## config.mk

```make
export PLATFORM = sky130hd
export DESIGN_NAME = vga_capture_800x600
export DESIGN_NICKNAME = d
export VERILOG_FILES = /design/src/rtl/vga_timing_pkg.sv /design/src/rtl/vga_edge_sync.sv /design/src/rtl/vga_capture_800x600.sv
export SDC_FILE = /design/constraint.sdc
export NUM_CORES = 1
export LEC_CHECK = 0
export ABC_AREA = 1
export CAP_MARGIN = 30
export CORE_MARGIN = 3
export CORE_UTILIZATION = 59
export DETAILED_ROUTE_END_ITERATION = 8
export PLACE_DENSITY = 0.86
export SETUP_SLACK_MARGIN = 0.4
export SYNTH_ARGS = -nofsm -noshare
export SYNTH_HDL_FRONTEND = slang
export SYNTH_SLANG_ARGS = --single-unit
export TNS_END_PERCENT = 5
```

## constraint.sdc

```tcl
create_clock -name i_clk -period 5.9 [get_ports i_clk]
set_clock_uncertainty 0.05 [all_clocks]
set_input_delay 1.77 -clock i_clk [delete_from_list [all_inputs] [get_ports i_clk]]
set_output_delay 1.77 -clock i_clk [all_outputs]
set_load 0.02 [all_outputs]
```

## src/rtl/vga_timing_pkg.sv

```systemverilog
// Shared 800x600@60 timing constants and capture FSM state codes,
// used by the capture block and by the pattern generator.
package vga_timing_pkg;

  localparam int H_ACTIVE_800 = 800;
  localparam int H_FP_800     = 40;
  localparam int H_SYNC_800   = 128;
  localparam int H_BP_800     = 88;
  localparam int V_ACTIVE_600 = 600;
  localparam int V_FP_600     = 1;
  localparam int V_SYNC_600   = 4;
  localparam int V_BP_600     = 23;

  typedef logic [1:0] vga_state_t;

  localparam vga_state_t ST_SEARCH = 2'd0;
  localparam vga_state_t ST_HLOCK  = 2'd1;
  localparam vga_state_t ST_LOCKED = 2'd2;

  function automatic int axis_total(input int active, input int fp, input int sync, input int bp);
    return active + fp + sync + bp;
  endfunction

endpackage

```

## src/rtl/vga_edge_sync.sv

```systemverilog
// Two-flop synchronizer with rising-edge detect. The edge reference only
// advances when i_en is high, so a signal can be compared at sparse sample points.
module vga_edge_sync (
  input  logic i_clk,
  input  logic i_rst_n,
  input  logic i_d,
  input  logic i_en,
  output logic o_rise
);

  logic meta_q;
  logic sync_q;
  logic prev_q;
  logic prev_d;

  always_comb begin
    prev_d = i_en ? sync_q : prev_q;
  end

  always_ff @(posedge i_clk or negedge i_rst_n) begin
    if (!i_rst_n) begin
      meta_q <= 1'b0;
      sync_q <= 1'b0;
      prev_q <= 1'b0;
    end else begin
      meta_q <= i_d;
      sync_q <= meta_q;
      prev_q <= prev_d;
    end
  end

  assign o_rise = sync_q & ~prev_q;

endmodule

```

## src/rtl/vga_capture_800x600.sv

```systemverilog
// VGA capture: locks to incoming sync timing and emits one downscaled
// pixel per SCALE x SCALE block.
//   state     | meaning
//   SEARCH    | counting consecutive correct line periods
//   HLOCK     | line timing good, waiting for the first vsync-rise line
//   LOCKED    | frame timing verified, pixels are captured
import vga_timing_pkg::*;

module vga_capture_800x600 #(
  parameter int H_ACTIVE     = H_ACTIVE_800,
  parameter int H_FP         = H_FP_800,
  parameter int H_SYNC       = H_SYNC_800,
  parameter int H_BP         = H_BP_800,
  parameter int V_ACTIVE     = V_ACTIVE_600,
  parameter int V_FP         = V_FP_600,
  parameter int V_SYNC       = V_SYNC_600,
  parameter int V_BP         = V_BP_600,
  parameter int SCALE        = 4,
  parameter int SAMPLE_PHASE = 2,
  parameter int LOCK_LINES   = 4
) (
  input  logic       i_clk,
  input  logic       i_rst_n,
  input  logic [1:0] i_red,
  input  logic [1:0] i_green,
  input  logic [1:0] i_blue,
  input  logic       i_hsync,
  input  logic       i_vsync,
  output logic [5:0] o_pixel,
  output logic [7:0] o_x,
  output logic [7:0] o_y,
  output logic       o_pix_valid,
  output logic       o_frame_start,
  output logic       o_locked,
  output logic       o_err
);

  localparam int H_TOTAL = axis_total(H_ACTIVE, H_FP, H_SYNC, H_BP);
  localparam int V_TOTAL = axis_total(V_ACTIVE, V_FP, V_SYNC, V_BP);
  localparam int H_OFF   = H_SYNC + H_BP;
  localparam int V_OFF   = V_SYNC + V_BP;
  localparam int SH      = $clog2(SCALE);
  localparam logic [10:0] H_MASK    = 11'(SCALE - 1);
  localparam logic [9:0]  V_MASK    = 10'(SCALE - 1);
  localparam logic [10:0] H_PH      = 11'(SAMPLE_PHASE);
  localparam logic [9:0]  V_PH      = 10'(SAMPLE_PHASE);
  localparam logic [7:0]  LOCK_INIT = 8'(LOCK_LINES);

  logic        hs_rise, vs_rise, v_line;
  logic [5:0]  rgb_s1_q, rgb_s2_q;
  logic [10:0] hcnt_q, hcnt_d, ax;
  logic [9:0]  vcnt_q, vcnt_d, ay;
  logic [7:0]  lines_left_q, lines_left_d;
  vga_state_t  state_q, state_d;
  logic        h_ok, v_ok, h_sat, mismatch, h_in, v_in, strobe;
  logic [5:0]  pixel_q, pixel_d;
  logic [7:0]  x_q, x_d, y_q, y_d;
  logic        valid_q, fs_q, fs_d, err_q;

  vga_edge_sync u_hsync (
    .i_clk   (i_clk),
    .i_rst_n (i_rst_n),
    .i_d     (i_hsync),
    .i_en    (1'b1),
    .o_rise  (hs_rise)
  );

  // vsync is only compared between successive hsync rises
  vga_edge_sync u_vsync (
    .i_clk   (i_clk),
    .i_rst_n (i_rst_n),
    .i_d     (i_vsync),
    .i_en    (hs_rise),
    .o_rise  (vs_rise)
  );

  always_comb begin
    v_line = hs_rise & vs_rise;
    hcnt_d = hs_rise ? 11'd0 : ((hcnt_q == 11'h7FF) ? hcnt_q : hcnt_q + 11'd1);
    vcnt_d = v_line ? 10'd0 : (hs_rise ? vcnt_q + 10'd1 : vcnt_q);
    h_ok   = (12'(hcnt_q) + 12'd1) == 12'(H_TOTAL);
    v_ok   = (11'(vcnt_q) + 11'd1) == 11'(V_TOTAL);
    h_sat  = !hs_rise && (hcnt_q == 11'h7FE);

    mismatch = (state_q != ST_SEARCH) &&
               ((hs_rise && !h_ok) || h_sat || ((state_q == ST_LOCKED) && v_line && !v_ok));

    state_d      = state_q;
    lines_left_d = lines_left_q;
    if (mismatch) begin
      state_d      = ST_SEARCH;
      lines_left_d = LOCK_INIT;
    end else begin
      case (state_q)
        ST_SEARCH: begin
          if (hs_rise) begin
            if (!h_ok) begin
              lines_left_d = LOCK_INIT;
            end else if (lines_left_q <= 8'd1) begin
              state_d      = ST_HLOCK;
              lines_left_d = LOCK_INIT;
            end else begin
              lines_left_d = lines_left_q - 8'd1;
            end
          end
        end
        ST_HLOCK:  if (v_line) state_d = ST_LOCKED;
        ST_LOCKED: state_d = ST_LOCKED;
        default:   state_d = ST_SEARCH;
      endcase
    end

    fs_d = v_line && !mismatch && (state_q != ST_SEARCH);

    ax     = hcnt_d - 11'(H_OFF);
    ay     = vcnt_d - 10'(V_OFF);
    h_in   = (hcnt_d >= 11'(H_OFF)) && (hcnt_d < 11'(H_OFF + H_ACTIVE));
    v_in   = (vcnt_d >= 10'(V_OFF)) && (vcnt_d < 10'(V_OFF + V_ACTIVE));
    strobe = (state_q == ST_LOCKED) && !mismatch && h_in && v_in &&
             ((ax & H_MASK) == H_PH) && ((ay & V_MASK) == V_PH);

    pixel_d = strobe ? rgb_s2_q : pixel_q;
    x_d     = strobe ? 8'(ax >> SH) : x_q;
    y_d     = strobe ? 8'(ay >> SH) : y_q;
  end

  always_ff @(posedge i_clk or negedge i_rst_n) begin
    if (!i_rst_n) begin
      rgb_s1_q     <= '0;
      rgb_s2_q     <= '0;
      hcnt_q       <= '0;
      vcnt_q       <= '0;
      lines_left_q <= LOCK_INIT;
      state_q      <= ST_SEARCH;
      pixel_q      <= '0;
      x_q          <= '0;
      y_q          <= '0;
      valid_q      <= 1'b0;
      fs_q         <= 1'b0;
      err_q        <= 1'b0;
    end else begin
      rgb_s1_q     <= {i_red, i_green, i_blue};
      rgb_s2_q     <= rgb_s1_q;
      hcnt_q       <= hcnt_d;
      vcnt_q       <= vcnt_d;
      lines_left_q <= lines_left_d;
      state_q      <= state_d;
      pixel_q      <= pixel_d;
      x_q          <= x_d;
      y_q          <= y_d;
      valid_q      <= strobe;
      fs_q         <= fs_d;
      err_q        <= mismatch;
    end
  end

  assign o_pixel       = pixel_q;
  assign o_x           = x_q;
  assign o_y           = y_q;
  assign o_pix_valid   = valid_q;
  assign o_frame_start = fs_q;
  assign o_locked      = (state_q == ST_LOCKED);
  assign o_err         = err_q;

endmodule

```

==> flow_metrics.py, run 1 <==
metrics = {
    "run_status": {
        "status": "complete, no violations",
    },
    "pwr": {
        "power_density_mw_per_mm2": 256,
        "internal_power_w": 0.000798,
        "combPwrFrac_pct": 15.5,
        "power.switching_w": 0.000362,
        "pwr-share-seq_pct": 49.2,
        "swShare_pct": 31.2,
        "ir_worst_vdd_v": 0.000244,
        "pwr-share-clk_pct": 35.2,
        "p_leak_nw": 2.35,
    },
    "timing": {
        "fin_crit_sh_pct": 58.8,
        "fin_tns_setup_ns": 0,
        "worst_pin_slew_ns": 0.686,
        "rsz0062_at_grt": "false",
        "fin_ws_ns": 2.43,
        "finalMaxSlewViolations": 0,
        "min_period_ns": 3.47,
        "setup_violations": 0,
        "finalHoldViolCount": 0,
        "clock.fmax_ghz": 0.288,
        "hold_ws_ns": 0.303,
        "max_slew_margin_pct": 54.3,
    },
    "clocking": {
        "post_cts_resized": 0,
        "cts_tree": "done",
        "cts_setup_buffers": 0,
        "holdBufCountCts": 0,
        "clock-root-buffer": "clkbuf_8",
        "clockBufferDepth": 2,
        "clk_latency_ns": 0.35,
        "clk_pin_slew_worst_paths_ns": 0.08,
        "htree_levels": 3,
        "numCtsBuffers": 9,
        "clock_sinks": 74,
    },
    "floorplan": {
        "initial_core_util_pct": 61.4,
        "core-area_sq_mm": 0.00639,
        "die_x_um": 87.6,
        "die_h_um": 87.6,
        "rows": 29,
        "dieArea_sq_mm": 0.00767,
        "ios": 36,
    },
    "critical_path": {
        "r2r_cells": 14,
        "critPathArrivalTime_ns": 1.65,
        "max_stage_delay_ns": 0.60,
        "startpoint": "state_q[0]$_DFFE_PN0P_",
        "path_buf_inv": 2,
        "crit_type": "flop to output pin",
        "path_cells": "inv_1 > ha_1 > clkdlybuf4s50_1",
        "reg2reg_to": "o_pixel[4]$_DFFE_PN0P_",
        "cp_slowest_cell": "clkdlybuf4s50_1",
        "worst-r2r-setup-slack_ns": 2.85,
        "cp-start-kind": "flop",
        "end_kind": "output pin",
        "path_delay_family": "buffers and inverters",
        "crit_end": "o_locked",
        "crit_cells": 3,
        "cp_data_required_time_ns": 4.08,
        "timing.rr.start": "u_hsync.prev_q$_DFF_PN0_",
        "cp_max_fo": 3,
    },
    "global_route": {
        "grt_pass1_vias": 3150,
        "top_usage_layer": "met2",
        "antenna_found_initial": 0,
        "grt_overflow": 0,
        "met3_usage_pct": 4.52,
        "grt_use_met1_pct": 30.0,
        "use_met2_pct": 37.8,
        "grt_pass1_wl_mm": 13.9,
        "grt_max_degree": 44,
        "grt_usage_pct": 23.3,
    },
    "placed_design": {
        "dp_hpwl_mm": 5.88,
        "globalplace.congestion": 0.909,
        "place_ws_ns": 2.80,
        "port_buffers": 35,
    },
    "route": {
        "drcViolationCount": 0,
        "dr.pass1.iters": 4,
        "vias": 3221,
        "ant_nets": 0,
        "wl_mm": 8.19,
        "avgViaCountPerCell": 5.27,
        "drt_iter0_markers": 232,
        "wl_per_cell_um": 13.4,
    },
    "synth": {
        "syn_area_per_cell_sq_um": 8.02,
        "ys_top_cells_by_area": "dfrtp_1, nand2_1, inv_1, nor2_1, nand3_1",
        "synth-edff-count": 0,
        "yosysSeqAreaShare_pct": 47.2,
        "synth_fp_nets": 509,
        "synth_most_common_cell": "nand2_1",
        "synth_area_sq_mm": 0.00392,
        "async_reset_ff_share_pct": 100,
        "synthCells": 489,
        "ys.flop_type": "dfrtp_1",
        "synth-warning-count": 0,
        "synth_top_area_cell": "dfrtp_1",
        "synth-seq-cells": 74,
        "yosys-top-cells-count": "nand2_1, dfrtp_1, inv_1",
        "synth_top_cell_area_share_pct": 46.6,
        "ys_types": 34,
    },
    "layout": {
        "fin_util_pct": 70.8,
        "nets": 549,
        "syn2layout_area_growth_pct": 15.2,
        "n_antenna_cell": 0,
        "drive_above_1_share_pct": 10.9,
    },
    "job": {
        "cap_violations": 0,
    },
    "min_path": {
        "hp-start": "u_vsync.meta_q$_DFF_PN0_",
        "hp-class": "flop to flop",
    },
}
## sequential cells by signal, indices dropped and copies added, names as in the netlist, 6 cells and up
signal        cells
rgb_s2_q          6
vcnt_q           10
lines_left_q      8
o_y               8
hcnt_q           11
o_x               8
rgb_s1_q          6
o_pixel           6
## per-stage QoR
step	cell area (sq um)	total power, W	std cells
6_report	4520	0.00116	611
2_1_floorplan	3920	0.000703	489
4_1_cts	4520	0.00116	611
5_1_grt	4520	0.00122	611
3_5_place_dp	4310	0.000755	595
3_3_place_gp	4310	0.000746	595
## metal layers
metal  up-vias  part of all wire (%)  wire length (um)
met5         -                     0                 0
met2        91                    49              4030
met1      1497                    43              3530
li1       1609                     -                 -
met4         0                   2.7               221
met3        24                   4.9               405
## worst register-to-register path: cells and delay by family, from the launching register on
kind            cells  cell delay (ns)
buf+inv             3             0.58
simple gates       10             1.88
flops               1             0.41
compound gates      1             0.07
## final cells by class
| type | count | area (sq um) |
|---|---|---|
| inverter | 71 | 267 |
| clock inverter | 7 | 83.8 |
| tap | 77 | 96.3 |
| timing repair buffer | 36 | 353 |
| sequential | 74 | 1850 |
| fill | 471 | 1860 |
| clock buffer | 9 | 124 |
| multi-input combinational | 337 | 1750 |
## worst min path at each step
stage | cells after the start | to
after global routing | 0 | rgb_s2_q[4]$_DFF_PN0_
after global placement | 0 | rgb_s2_q[3]$_DFF_PN0_
after floorplan | 0 | rgb_s2_q[0]$_DFF_PN0_
final | 0 | u_vsync.sync_q$_DFF_PN0_
after CTS | 0 | u_vsync.sync_q$_DFF_PN0_
after detailed placement | 0 | rgb_s2_q[3]$_DFF_PN0_
## cells in the final DEF, fill, tap and decap left out, types with 9 or more instances in the layout
cell type and n:
clkbuf_8 9, xor2_1 11, o21ai_0 14, nand2_1 147, clkdlybuf4s50_1 34, nor2_1 48
ha_1 10, dfrtp_1 73, inv_1 66, nand3_1 34, a21oi_1 13
## power groups by stage
| stage | sequential (W) | clock [W] | combinational (W) |
|---|---|---|---|
| after floorplan | 0.000573 | 0 | 0.000130 |
| after global placement | 0.000578 | 0 | 0.000168 |
| after detailed placement | 0.000580 | 0 | 0.000175 |
| after CTS | 0.000570 | 0.000413 | 0.000177 |
| after global routing | 0.000576 | 0.000438 | 0.000204 |
| final | 0.000571 | 0.000409 | 0.000180 |
## kinds of logic after synthesis
group / after synthesis / share of synthesized area (%)
buf+inv: 78 / 8.29
compound gates: 45 / 6.82
xor+xnor: 13 / 2.90
fa+ha+maj: 10 / 3.19
flops: 74 / 47.2
simple gates: 269 / 31.6
Note: power is estimated with default switching activity, not from simulation.
==> inputs of run 2 (changes only) <==
CORE_UTILIZATION = 52   (was 59)
PLACE_DENSITY = 0.8   (was 0.86)
clock period = 3.1 ns   (was 5.9 ns; I/O delays follow)
==> run 2 against run 1 <==
Compared with the run above: hold slack improved by 0.0034 ns; flip-flop and latch count did not move; routed wire length rose by 21%; clock power rose by 95%; core utilization fell by 1.9 points; die area rose by 13%; critical path depth did not move; clock-buffer cell count did not move; via count rose by 9.2%; first-iteration DRC count rose by 20%; sequential power rose by 91%.
==> flow_metrics.py, run 2 (synthesis gave the netlist of run 1 again) <==
metrics = {
    "timing": {
        "clock.fmax_ghz": 0.374,
        "fin_tns_setup_ns": 0,
        "finalHoldViolCount": 0,
        "min_period_ns": 2.67,
        "finalMaxSlewViolations": 0,
        "setup_violations": 0,
        "rsz0062_at_grt": "true",
        "worst_pin_slew_ns": 0.414,
        "max_slew_margin_pct": 72.1,
        "fin_crit_sh_pct": 86.2,
    },
    "layout": {
        "top_register": "hcnt_q",
        "drive_above_1_share_pct": 20.6,
        "layout_commonest_cell": "nand2_1",
        "nets": 584,
        "largest_register_ffs": 11,
        "stdcell_count": 668,
        "n_antenna_cell": 0,
        "syn2layout_area_growth_pct": 28.1,
        "largestRegisters": "hcnt_q (11), vcnt_q (10)",
        "layout_common_cells": "nand2_1, dfrtp_1, inv_1",
        "finalInstanceArea_sq_mm": 0.00503,
    },
    "clocking": {
        "clock_sinks": 74,
        "clockBufferDepth": 2,
        "htree_levels": 3,
        "clock-root-buffer": "clkbuf_8",
        "numCtsBuffers": 9,
        "cts_tree": "done",
        "clk_latency_ns": 0.36,
        "holdBufCountCts": 0,
        "clk_pin_slew_worst_paths_ns": 0.09,
    },
    "min_path": {
        "hp-start": "u_vsync.meta_q$_DFF_PN0_",
        "min_to": "u_vsync.sync_q$_DFF_PN0_",
        "hp-class": "flop to flop",
        "hold_depth": 0,
    },
    "route": {
        "dr.pass1.iters": 5,
        "drcViolationCount": 0,
        "wl_mm": 9.88,
        "drt_iter0_markers": 279,
        "ant_nets": 0,
        "wl_per_cell_um": 14.8,
        "avgViaCountPerCell": 5.26,
        "vias": 3516,
    },
    "critical_path": {
        "worst-r2r-setup-slack_ns": 0.45,
        "path_cells": "inv_1 > ha_1 > clkdlybuf4s50_1",
        "critPathArrivalTime_ns": 1.69,
        "end_kind": "output pin",
        "cp_data_required_time_ns": 2.12,
        "cp_max_fo": 3,
        "reg2reg_to": "o_y[0]$_DFFE_PN0P_",
        "r2r_cells": 16,
        "crit_type": "flop to output pin",
        "max_stage_delay_ns": 0.61,
        "cp-start-kind": "flop",
        "timing.rr.start": "hcnt_q[1]$_DFF_PN0_",
        "cp_slowest_cell": "clkdlybuf4s50_1",
    },
    "job": {
        "cap_violations": 0,
    },
    "floorplan": {
        "die_x_um": 92.9,
        "ios": 36,
        "rows": 31,
        "dieArea_sq_mm": 0.00862,
        "initial_core_util_pct": 53.8,
        "core-area_sq_mm": 0.00729,
        "die_h_um": 92.9,
    },
    "global_route": {
        "grt_usage_pct": 21.9,
        "grt_pass1_vias": 3366,
        "antenna_found_initial": 0,
        "grt_overflow": 0,
        "grt_max_degree": 75,
        "grt_pass1_wl_mm": 14.9,
    },
    "pwr": {
        "power_density_mw_per_mm2": 457,
        "ir_worst_vdd_v": 0.000386,
        "p_leak_nw": 2.55,
    },
    "placed_design": {
        "globalplace.congestion": 0.890,
        "dp_hpwl_mm": 6.34,
        "dp.cells": 626,
        "place_area_sq_mm": 0.00442,
        "port_buffers": 35,
    },
    "run_status": {
        "status": "complete, no violations",
    },
}
-- run 2: cell count changes in the layout (fill, tap and decap cells not counted), moves of 3 or more --
cell / delta
buf_4: +23
nand2_1: -9
buf_6: +8
nand2_2: +7
nor2_1: -5
nor2_2: +4
inv_1: -3
nand2_8: +3
-- run 2: cell type report --
class | instances | area (sq um)
Tap cell | 99 | 124
Timing Repair Buffer | 68 | 636
Clock inverter | 7 | 83.8
Inverter | 71 | 269
Fill cell | 553 | 2270
Multi-Input combinational cell | 340 | 1940
Sequential cell | 74 | 1850
Clock buffer | 9 | 124
-- run 2: where the power goes --
group          switching (W)  total, W  internal, W
combinational       0.000266  0.000407     0.000141
sequential         0.0000690   0.00109      0.00102
clock               0.000410  0.000797     0.000387
-- run 2: worst max-delay path by stage --
stage                                 from                      to  depth (start not counted)
floorplan              hcnt_q[1]$_DFF_PN0_      o_x[2]$_DFFE_PN0P_                         18
global placement       hcnt_q[1]$_DFF_PN0_      o_y[0]$_DFFE_PN0P_                         18
detailed placement     hcnt_q[1]$_DFF_PN0_  o_pixel[4]$_DFFE_PN0P_                         19
CTS                 state_q[0]$_DFFE_PN0P_                o_locked                          3
global route           vcnt_q[0]$_DFF_PN0_      o_y[3]$_DFFE_PN0P_                         13
finish              state_q[0]$_DFFE_PN0P_                o_locked                          3
-- run 2: metrics by stage --
step / worst slack, ns / hold slack, ns / util [%] / power [W]
global route: 0.268 / 0.313 / 68.9 / 0.00241
detailed placement: 0.251 / 0.286 / 60.6 / 0.00145
finish: 0.428 / 0.306 / 68.9 / 0.00230
CTS: 0.411 / 0.306 / 64.1 / 0.00225
global placement: 0.435 / 0.283 / 60.6 / 0.00144
floorplan: 0.743 / 0.281 / - / 0.00134
-- run 2: critical path, delay by kind of cell, from the launching register on --
kind	cells	cell delay (ns)
adders and majority gates	1	0.20
buffers and inverters	2	0.72
DFF	1	0.41
-- run 2: metal layers --
layer	track usage [%]	share of wire [%]	vias to the layer above
met3	4.22	4.6	23
met2	36.0	52	123
met5	0	0	-
li1	-	-	1681
met4	12.3	2.9	0
met1	26.9	41	1689
-- run 2: repair_timing --
| action | 4_1_cts | 5_1_grt |
|---|---|---|
| pin swaps | 2 | 20 |
| setup endpoints to repair | 18 | 24 |
| gates cloned | 0 | 3 |
| resized for setup | 2 | 44 |
| setup buffers | 4 | 19 |
==> inputs of run 3 (changes only) <==
HOLD_SLACK_MARGIN = 0.08   (was not set)
RECOVER_POWER = 100   (was not set)
==> run 3 against run 2 <==
Compared with the run above: the flow now finishes with violations (capacitance limit, slew limit); via count rose by 1.2%; routed wire length up 0.22%; first-iteration DRC count decreased by 20%; hold slack barely moved; worst setup slack worse by 0.14 ns; global-route usage unchanged; cell count unchanged; core utilization decreased by 1.0 points; power down 0.59%.
==> flow_metrics.py, run 3 (synthesis gave the netlist of run 1 again) <==
metrics = {
    "run_status": {
        "violations": "capacitance limit, slew limit",
        "status": "finished with violations",
    },
    "pwr": {
        "ir_worst_vdd_v": 0.000387,
        "p_leak_nw": 2.63,
        "power_density_mw_per_mm2": 461,
    },
    "min_path": {
        "hp-start": "u_vsync.meta_q$_DFF_PN0_",
        "hp-class": "flop to flop",
        "hold_depth": 0,
        "min_to": "u_vsync.sync_q$_DFF_PN0_",
    },
    "critical_path": {
        "timing.rr.start": "hcnt_q[1]$_DFF_PN0_",
        "crit_type": "flop to flop",
        "cp_data_required_time_ns": 3.31,
        "cp_max_fo": 7,
        "cp-start-kind": "flop",
        "r2r_cells": 17,
        "end_kind": "flop",
        "worst-r2r-setup-slack_ns": 0.29,
        "critPathArrivalTime_ns": 3.02,
        "reg2reg_to": "o_pixel[1]$_DFFE_PN0P_",
    },
    "timing": {
        "finalMaxSlewViolations": 75,
        "fin_tns_setup_ns": 0,
        "setup_violations": 0,
        "rsz0062_at_grt": "true",
        "hold_ws_ns": 0.306,
        "clock.fmax_ghz": 0.356,
        "min_period_ns": 2.81,
        "max_slew_margin_pct": -18.7,
        "worst_pin_slew_ns": 1.78,
        "finalHoldViolCount": 0,
        "fin_crit_sh_pct": 90.7,
    },
    "clocking": {
        "clock_sinks": 74,
        "cts_tree": "done",
        "clk_latency_ns": 0.36,
        "htree_levels": 3,
        "clockBufferDepth": 2,
        "holdBufCountCts": 0,
        "clock-root-buffer": "clkbuf_8",
        "clk_pin_slew_worst_paths_ns": 0.09,
        "numCtsBuffers": 9,
    },
    "layout": {
        "largest_register_ffs": 11,
        "n_antenna_cell": 0,
        "seq_area_sq_mm": 0.00185,
        "multiInputGateArea_sq_mm": 0.00190,
        "top_register": "hcnt_q",
        "syn2layout_area_growth_pct": 26.2,
        "layout_common_cells": "nand2_1, dfrtp_1, inv_1",
        "nets": 584,
        "layout_commonest_cell": "nand2_1",
        "nFillCells": 572,
        "largestRegisters": "hcnt_q (11), vcnt_q (10)",
        "drive_above_1_share_pct": 18.6,
    },
    "route": {
        "drcViolationCount": 0,
        "wl_mm": 9.90,
        "drt_iter0_markers": 222,
        "wl_per_cell_um": 14.8,
        "dr.pass1.iters": 5,
        "ant_nets": 0,
        "vias": 3557,
        "avgViaCountPerCell": 5.32,
    },
    "global_route": {
        "grt_pass1_vias": 3366,
        "grt_max_degree": 75,
        "antenna_found_initial": 0,
        "grt_pass1_wl_mm": 14.9,
        "grt_usage_pct": 21.9,
        "grt_overflow": 0,
    },
    "floorplan": {
        "initial_core_util_pct": 53.8,
        "dieArea_sq_mm": 0.00862,
        "ios": 36,
        "die_x_um": 92.9,
        "die_h_um": 92.9,
        "rows": 31,
        "core-area_sq_mm": 0.00729,
    },
    "placed_design": {
        "dp_hpwl_mm": 6.34,
        "globalplace.congestion": 0.890,
        "port_buffers": 35,
    },
    "job": {
        "cap_violations": 1,
    },
}
-- run 3: changes by cell type in the layout (fill, tap and decap cells not counted), sizes merged --
cell           previous run  this run
buf                      34        25
dlygate4sd3               0        34
clkdlybuf4s50            34         0
clkbuf                    9        18
-- run 3: through the flow --
stage          instances  area, sq um  setup slack, ns  util, %  power, W
3_3_place_gp         626         4420            0.435     60.6   0.00144
4_1_cts              646         4670            0.411     64.1   0.00225
6_report             668         4950            0.289     67.9   0.00228
2_1_floorplan        489         3920            0.743        -   0.00134
3_5_place_dp         626         4420            0.251     60.6   0.00145
5_1_grt              668         4950            0.175     67.9   0.00239
-- run 3: critical path, stage by stage (launching register included) --
cell and delay, ns:
dfrtp_1 0.40, ha_1 0.27, nand2_1 0.15, nor2_4 0.07
nand3_4 0.11, clkbuf_1 0.18, inv_2 0.08, a21oi_2 0.28
nor2_4 0.08, nand2_1 0.08, nor2_1 0.06, nor2_2 0.14
nand2_1 0.11, nor2_4 0.24, buf_6 0.18, nand2_4 0.10
nand2_2 0.10, nand2_1 0.06
-- run 3: report_power, final --
group | leakage (nW) | switching, W | internal (W)
clock network | 0.103 | 0.000413 | 0.000387
logic | 1.55 | 0.000265 | 0.000131
registers | 0.972 | 0.0000637 | 0.00102
total | 2.63 | 0.000741 | 0.00154
-- run 3: how the worst max path moves through the flow --
stage	from	slack, ns	cells after the start	end
2_1_floorplan	hcnt_q[1]$_DFF_PN0_	0.74	18	o_x[2]$_DFFE_PN0P_
3_3_place_gp	hcnt_q[1]$_DFF_PN0_	0.44	18	o_y[0]$_DFFE_PN0P_
3_5_place_dp	hcnt_q[1]$_DFF_PN0_	0.25	19	o_pixel[4]$_DFFE_PN0P_
4_1_cts	state_q[0]$_DFFE_PN0P_	0.41	3	o_locked
5_1_grt	hcnt_q[1]$_DFF_PN0_	0.17	16	o_y[3]$_DFFE_PN0P_
6_report	hcnt_q[1]$_DFF_PN0_	0.29	17	o_pixel[1]$_DFFE_PN0P_
-- run 3: layout make-up --
| cell class | instances | share of cell area, % |
|---|---|---|
| clock buffers | 9 | 2.50 |
| well taps | 99 | 2.50 |
| repair buffers | 68 | 12.2 |
| clock inverters | 7 | 1.69 |
| inverters | 71 | 5.43 |
| multi-input cells | 340 | 38.3 |
| flip-flops and latches | 74 | 37.4 |
-- run 3: layer usage --
metal	share of wire, %	track usage (%)
met2	51	36.0
met4	3.0	12.3
met3	5.0	4.22
met1	41	26.9
met5	0	0
-- run 3: timing repair --
action,4_1_cts,5_1_grt
gates cloned,0,3
gates resized for setup,2,44
endpoints found under the setup margin,18,24
endpoints found under the hold margin,0,0
pin swaps,2,20
buffers inserted,4,19
